## config.mk

```make
export PLATFORM = sky130hd
export DESIGN_NAME = alu_seq_driver
export DESIGN_NICKNAME = d
export VERILOG_FILES = /design/src/rtl/alu_seq_pkg.sv /design/src/rtl/alu_seq_fifo.sv /design/src/rtl/alu_seq_driver.sv
export SDC_FILE = /design/constraint.sdc
export NUM_CORES = 1
export LEC_CHECK = 0
export BUFFER_PORTS_ARGS = -buffer_cell sky130_fd_sc_hd__buf_2
export CORE_ASPECT_RATIO = 1.5
export CORE_MARGIN = 8
export CORE_UTILIZATION = 55
export DETAILED_ROUTE_END_ITERATION = 7
export HOLD_SLACK_MARGIN = 0.06
export PLACE_DENSITY = 0.82
export REMOVE_ABC_BUFFERS = 1
export SETUP_SLACK_MARGIN = 0.4
export SLEW_MARGIN = 10
export SYNTH_ARGS = -nofsm -noshare
export SYNTH_HDL_FRONTEND = slang
export SYNTH_SLANG_ARGS = --single-unit
export TNS_END_PERCENT = 1
```

## constraint.sdc

```tcl
create_clock -name clk -period 4.8 [get_ports clk]
set_input_delay 0.48 -clock clk [delete_from_list [all_inputs] [get_ports clk]]
set_output_delay 0.48 -clock clk [all_outputs]
set_load 0.03 [all_outputs]
```

## src/rtl/alu_seq_pkg.sv

```systemverilog
// Shared widths, FSM encoding and packed command layout for the ALU sequence driver.
package alu_seq_pkg;
    localparam int DATA_W = 4;
    localparam int SEL_W  = 2;
    localparam int CNT_W  = 8;
    localparam int CMD_W  = SEL_W + 3 * DATA_W;

    typedef enum logic [1:0] {
        ST_IDLE  = 2'd0,
        ST_DRIVE = 2'd1,
        ST_RESP  = 2'd2
    } state_t;

    typedef struct packed {
        logic [SEL_W-1:0]  sel;
        logic [DATA_W-1:0] a;
        logic [DATA_W-1:0] b;
        logic [DATA_W-1:0] expv;
    } cmd_t;
endpackage

```

## src/rtl/alu_seq_fifo.sv

```systemverilog
// In-order command FIFO; power-of-two depth so pointers wrap naturally.
module alu_seq_fifo #(
    parameter int WIDTH = 14,
    parameter int DEPTH = 4
) (
    input  logic             clk,
    input  logic             rst_n,
    input  logic             push,
    input  logic [WIDTH-1:0] wdata,
    input  logic             pop,
    output logic [WIDTH-1:0] rdata,
    output logic             full,
    output logic             empty
);
    localparam int PTR_W = $clog2(DEPTH);

    logic [WIDTH-1:0] mem [DEPTH];
    logic [PTR_W-1:0] wr_ptr;
    logic [PTR_W-1:0] rd_ptr;
    logic [PTR_W:0]   count;
    logic             do_push;
    logic             do_pop;

    assign full    = (count == (PTR_W+1)'(DEPTH));
    assign empty   = (count == '0);
    assign do_push = push && !full;
    assign do_pop  = pop && !empty;
    assign rdata   = mem[rd_ptr];

    // Storage carries no reset; occupancy alone decides what is valid.
    always_ff @(posedge clk) begin
        if (do_push) begin
            mem[wr_ptr] <= wdata;
        end
    end

    always_ff @(posedge clk or negedge rst_n) begin
        if (!rst_n) begin
            wr_ptr <= '0;
            rd_ptr <= '0;
            count  <= '0;
        end else begin
            if (do_push) begin
                wr_ptr <= wr_ptr + PTR_W'(1);
            end
            if (do_pop) begin
                rd_ptr <= rd_ptr + PTR_W'(1);
            end
            case ({do_push, do_pop})
                2'b10:   count <= count + (PTR_W+1)'(1);
                2'b01:   count <= count - (PTR_W+1)'(1);
                default: count <= count;
            endcase
        end
    end
endmodule

```

## src/rtl/alu_seq_driver.sv

```systemverilog
// Queues ALU test commands, drives an external ALU, captures and scores its result.
module alu_seq_driver
    import alu_seq_pkg::*;
#(
    parameter int DEPTH  = 4,
    parameter int SETTLE = 1
) (
    input  logic              clk,
    input  logic              rst_n,
    input  logic              cmd_valid,
    output logic              cmd_ready,
    input  logic [SEL_W-1:0]  cmd_sel,
    input  logic [DATA_W-1:0] cmd_a,
    input  logic [DATA_W-1:0] cmd_b,
    input  logic [DATA_W-1:0] cmd_exp,
    output logic [DATA_W-1:0] alu_a,
    output logic [DATA_W-1:0] alu_b,
    output logic [SEL_W-1:0]  alu_sel,
    input  logic [DATA_W-1:0] alu_c,
    output logic              rsp_valid,
    input  logic              rsp_ready,
    output logic [DATA_W-1:0] rsp_c,
    output logic [SEL_W-1:0]  rsp_sel,
    output logic              rsp_match,
    output logic [CNT_W-1:0]  err_cnt,
    output logic [CNT_W-1:0]  done_cnt,
    output logic              busy
);
    localparam int SET_W = (SETTLE > 1) ? $clog2(SETTLE) : 1;
    localparam logic [SET_W-1:0] SETTLE_LAST = SET_W'(SETTLE - 1);

    state_t            state;
    logic [SET_W-1:0]  settle_cnt;
    logic [DATA_W-1:0] exp_p1;
    logic [CMD_W-1:0]  push_data;
    logic [CMD_W-1:0]  head_data;
    cmd_t              head;
    logic              full;
    logic              empty;
    logic              pop;

    function automatic logic [CNT_W-1:0] sat_inc(input logic [CNT_W-1:0] v);
        return (v == '1) ? v : v + CNT_W'(1);
    endfunction

    assign cmd_ready = !full;
    assign push_data = {cmd_sel, cmd_a, cmd_b, cmd_exp};
    assign head      = head_data;
    assign pop       = (state == ST_IDLE) && !empty;
    assign busy      = (state != ST_IDLE) || !empty;

    alu_seq_fifo #(
        .WIDTH (CMD_W),
        .DEPTH (DEPTH)
    ) u_fifo (
        .clk   (clk),
        .rst_n (rst_n),
        .push  (cmd_valid),
        .wdata (push_data),
        .pop   (pop),
        .rdata (head_data),
        .full  (full),
        .empty (empty)
    );

    always_ff @(posedge clk or negedge rst_n) begin
        if (!rst_n) begin
            state      <= ST_IDLE;
            settle_cnt <= '0;
            exp_p1     <= '0;
            alu_a      <= '0;
            alu_b      <= '0;
            alu_sel    <= '0;
            rsp_valid  <= 1'b0;
            rsp_c      <= '0;
            rsp_sel    <= '0;
            rsp_match  <= 1'b0;
            err_cnt    <= '0;
            done_cnt   <= '0;
        end else begin
            case (state)
                ST_IDLE: begin
                    if (!empty) begin
                        alu_a      <= head.a;
                        alu_b      <= head.b;
                        alu_sel    <= head.sel;
                        exp_p1     <= head.expv;
                        settle_cnt <= '0;
                        state      <= ST_DRIVE;
                    end
                end
                // Operands have been stable for SETTLE cycles when the counter hits its last value.
                ST_DRIVE: begin
                    settle_cnt <= settle_cnt + SET_W'(1);
                    if (settle_cnt == SETTLE_LAST) begin
                        rsp_c     <= alu_c;
                        rsp_sel   <= alu_sel;
                        rsp_match <= (alu_c == exp_p1);
                        if (alu_c != exp_p1) begin
                            err_cnt <= sat_inc(err_cnt);
                        end
                        rsp_valid <= 1'b1;
                        state     <= ST_RESP;
                    end
                end
                ST_RESP: begin
                    if (rsp_ready) begin
                        rsp_valid <= 1'b0;
                        done_cnt  <= sat_inc(done_cnt);
                        state     <= ST_IDLE;
                    end
                end
                default: state <= ST_IDLE;
            endcase
        end
    end
endmodule

```

==> qor.yml <==
status:
  outcome: "complete, no violations"
clocking:
  cts_buffer_depth: 2
  cts_tree: "yes"
  cts.sinks: 104
  cts_hold_buf: 0
  post-cts-setup-buffers: 0
  clkTransAtPathRegs_ns: 0.07
  cts_made_buffers: 9
  root_buffer: "clkbuf_16"
  clock_latency_ns: 0.33
  post_cts_resized: 0
  cts_htree_levels: 3
power_and_ir_drop:
  ir_drop_mv: 0.370
  p_leak_nw: 2.00
  power_density_nw_per_um2: 693
synthesis:
  ys_seq_area_frac: 0.689
  synth_most_common_cell: "edfxtp_1"
  ys_top_cells_by_area: "edfxtp_1 40%, dfrtp_1 29%, mux4_2 7.5%"
  synth_top_cell_area_share: 0.402
  synth_edf_count: 56
  syn_inst: 241
  ys_top_cells_by_count: "56 x edfxtp_1, 48 x dfrtp_1, 24 x mux2_2"
  async_flop_share: 0.462
  ys.flop_type: "edfxtp_1"
  synth_area_leader_cell: "edfxtp_1"
  avgSynthCellArea_um2: 17.4
  yosys_warnings: 0
  netlist_area_um2: 4190
  synth_seq_cells: 104
  yosysUniqueCellTypes: 31
die:
  io_pins: 58
  die_area_um2: 10700
  start_util: 0.557
  rows: 39
  fp.dieW_um: 87.2
  die-height_um: 123
  core_um2: 7510
critical_path:
  end_kind: "flip-flop"
  critPathRequiredTime_ns: 5.06
  startpoint_type: "flip-flop"
  worstSetupPathType: "flip-flop to flip-flop"
  worst-path-max-fanout: 17
  critPathArrivalTime_ns: 2.38
timing:
  finalCriticalPeriod_ns: 2.12
  finalMaxSlewViolations: 0
  fin_crit_sh: 0.441
  finalHoldViolCount: 0
  maxSlewHeadroom: 0.301
  setup_viol: 0
  fmax_ghz: 0.472
  rsz0062_at_grt: "no"
  fin_skew_ns: 0.00798
  tns_ns: 0
  whs_ns: 0.327
  worstMarginPinSlew_ns: 1.05
global_routing:
  grt_pass1_wl_um: 11200
  grt_usage: 0.141
  first_global_vias: 2348
  grtUsageMet1: 0.149
  use_met2: 0.252
  use_met3: 0.0355
  antenna_found_initial: 0
  grt.busiest_layer: "met2"
  grt_start_max_net_pins: 49
  overflow: 0
placement:
  routabilityCongestion: 0.758
  numPortBuffers: 57
  dp_hpwl_um: 4750
routing:
  first_pass_iters: 4
  viasPerCell: 5.35
  avgRoutedWirePerCell_um: 17.0
  dr_total_vias: 2205
  drcViolationCount: 0
  final_antenna_net_count: 0
  wl_um: 6990
  drtIter0Drc: 61
job:
  max_cap_violations: 0
final_layout:
  drive_gt1_frac: 0.384
  multiInputGateArea_um2: 1230
  nFillCells: 577
  diodes: 0
  nNetsFinal: 335
  seq_area_um2: 2880
  area_growth_pct: 17.0
min_path:
  holdCritPathClass: "input port to asynchronous set/reset pin"
[metal layers]
| metal | part of all wire | wire length, µm | vias to the layer above |
|---|---|---|---|
| met5 | 0 | 0 | - |
| met4 | 0.013 | 89 | 0 |
| met3 | 0.059 | 414 | 7 |
| met2 | 0.53 | 3710 | 55 |
| met1 | 0.40 | 2770 | 1108 |
| li1 | - | - | 1035 |
[area by class of cell]
cell class,instances,area share
flip-flops and latches,104,0.589
inverters,10,0.00767
repair buffers,58,0.0598
clock buffers,10,0.0468
clock inverters,6,0.0184
multi-input cells,122,0.252
well taps,102,0.0261
[stage by stage]
stage                     cell area [µm²]   util  setup slack, ns  power (mW)  std cells
final                                4890  0.651             2.68        3.39        412
after floorplan                      4160      -             2.37        2.31        236
after global placement               4580  0.609             2.75        2.61        396
after global routing                 4890  0.651             2.55        3.57        412
after detailed placement             4580  0.609             2.70        2.67        396
after CTS                            4890  0.651             2.67        3.44        412
[cell families (layout without fill, tap and decap cells)]
group,after synthesis,in the layout,share of synthesized area
AOI/OAI and AO/OA,8,8,0.0188
xor gates and xnor gates,23,23,0.0481
adders and majority gates,8,8,0.0257
buffers and inverters,15,84,0.0161
DFF,104,104,0.689
muxes,39,39,0.142
and+or+nand+nor,44,44,0.0601
[cells in the final DEF, fill, tap and decap left out, types with 2 or more instances in the layout]
| cell | n |
|---|---|
| bufinv_16 | 2 |
| inv_6 | 2 |
| xnor2_1 | 5 |
| o21ai_0 | 2 |
| nor4_2 | 2 |
| mux2_2 | 24 |
| clkbuf_16 | 9 |
| dfrtp_1 | 48 |
| edfxtp_1 | 56 |
| inv_1 | 10 |
| mux4_2 | 14 |
| ha_1 | 7 |
| and3_1 | 4 |
| nand3_1 | 7 |
| nand4_1 | 3 |
| nor3_2 | 2 |
| buf_2 | 57 |
| nor3_1 | 7 |
| xor2_1 | 18 |
| nand2_1 | 7 |
| nor2_1 | 9 |
[sequential cells by signal (all words and copies together) (netlist names), 2 cells and up]
| name | count |
|---|---|
| u_fifo.mem | 56 |
| done_cnt | 8 |
| err_cnt | 8 |
| alu_a | 4 |
| alu_b | 4 |
| exp_p1 | 4 |
| rsp_c | 4 |
| u_fifo.count | 3 |
| alu_sel | 2 |
| rsp_sel | 2 |
| state | 2 |
| u_fifo.rd_ptr | 2 |
| u_fifo.wr_ptr | 2 |
[report_power, final]
part | internal [mW] | switching, mW
registers | 1.24 | 0.237
logic | 0.516 | 0.640
clock network | 0.460 | 0.304
[worst max-delay path: stages, from the launching register on]
cell,delay [ns]
dfrtp_1,0.47
nor3_2,0.20
buf_4,0.29
ha_1,0.22
inv_1,0.06
fa_1,0.37
xor2_1,0.17
nor2_1,0.11
xor2_1,0.15
[final timing paths]
check | start | slack [ns] | cells past startpoint | endpoint
worst max-delay path | state[1]$_DFFE_PN0P_ | 2.68 | 8 | u_fifo.count[2]$_DFFE_PN0P_
worst min-delay path | rst_n | 0.33 | 1 | done_cnt[3]$_DFFE_PN0P_
worst max register to register | state[1]$_DFFE_PN0P_ | 2.68 | 8 | u_fifo.count[2]$_DFFE_PN0P_
worst min register to register | rsp_match$_DFFE_PN0P_ | 0.49 | 1 | rsp_match$_DFFE_PN0P_
max in group asynchronous | rst_n | 3.82 | 1 | alu_b[1]$_DFFE_PN0P_
min in group clk | cmd_b[3] | 0.36 | 1 | u_fifo.mem[3][7]$_DFFE_PP_
No activity file was read; power rests on OpenSTA's default activity.
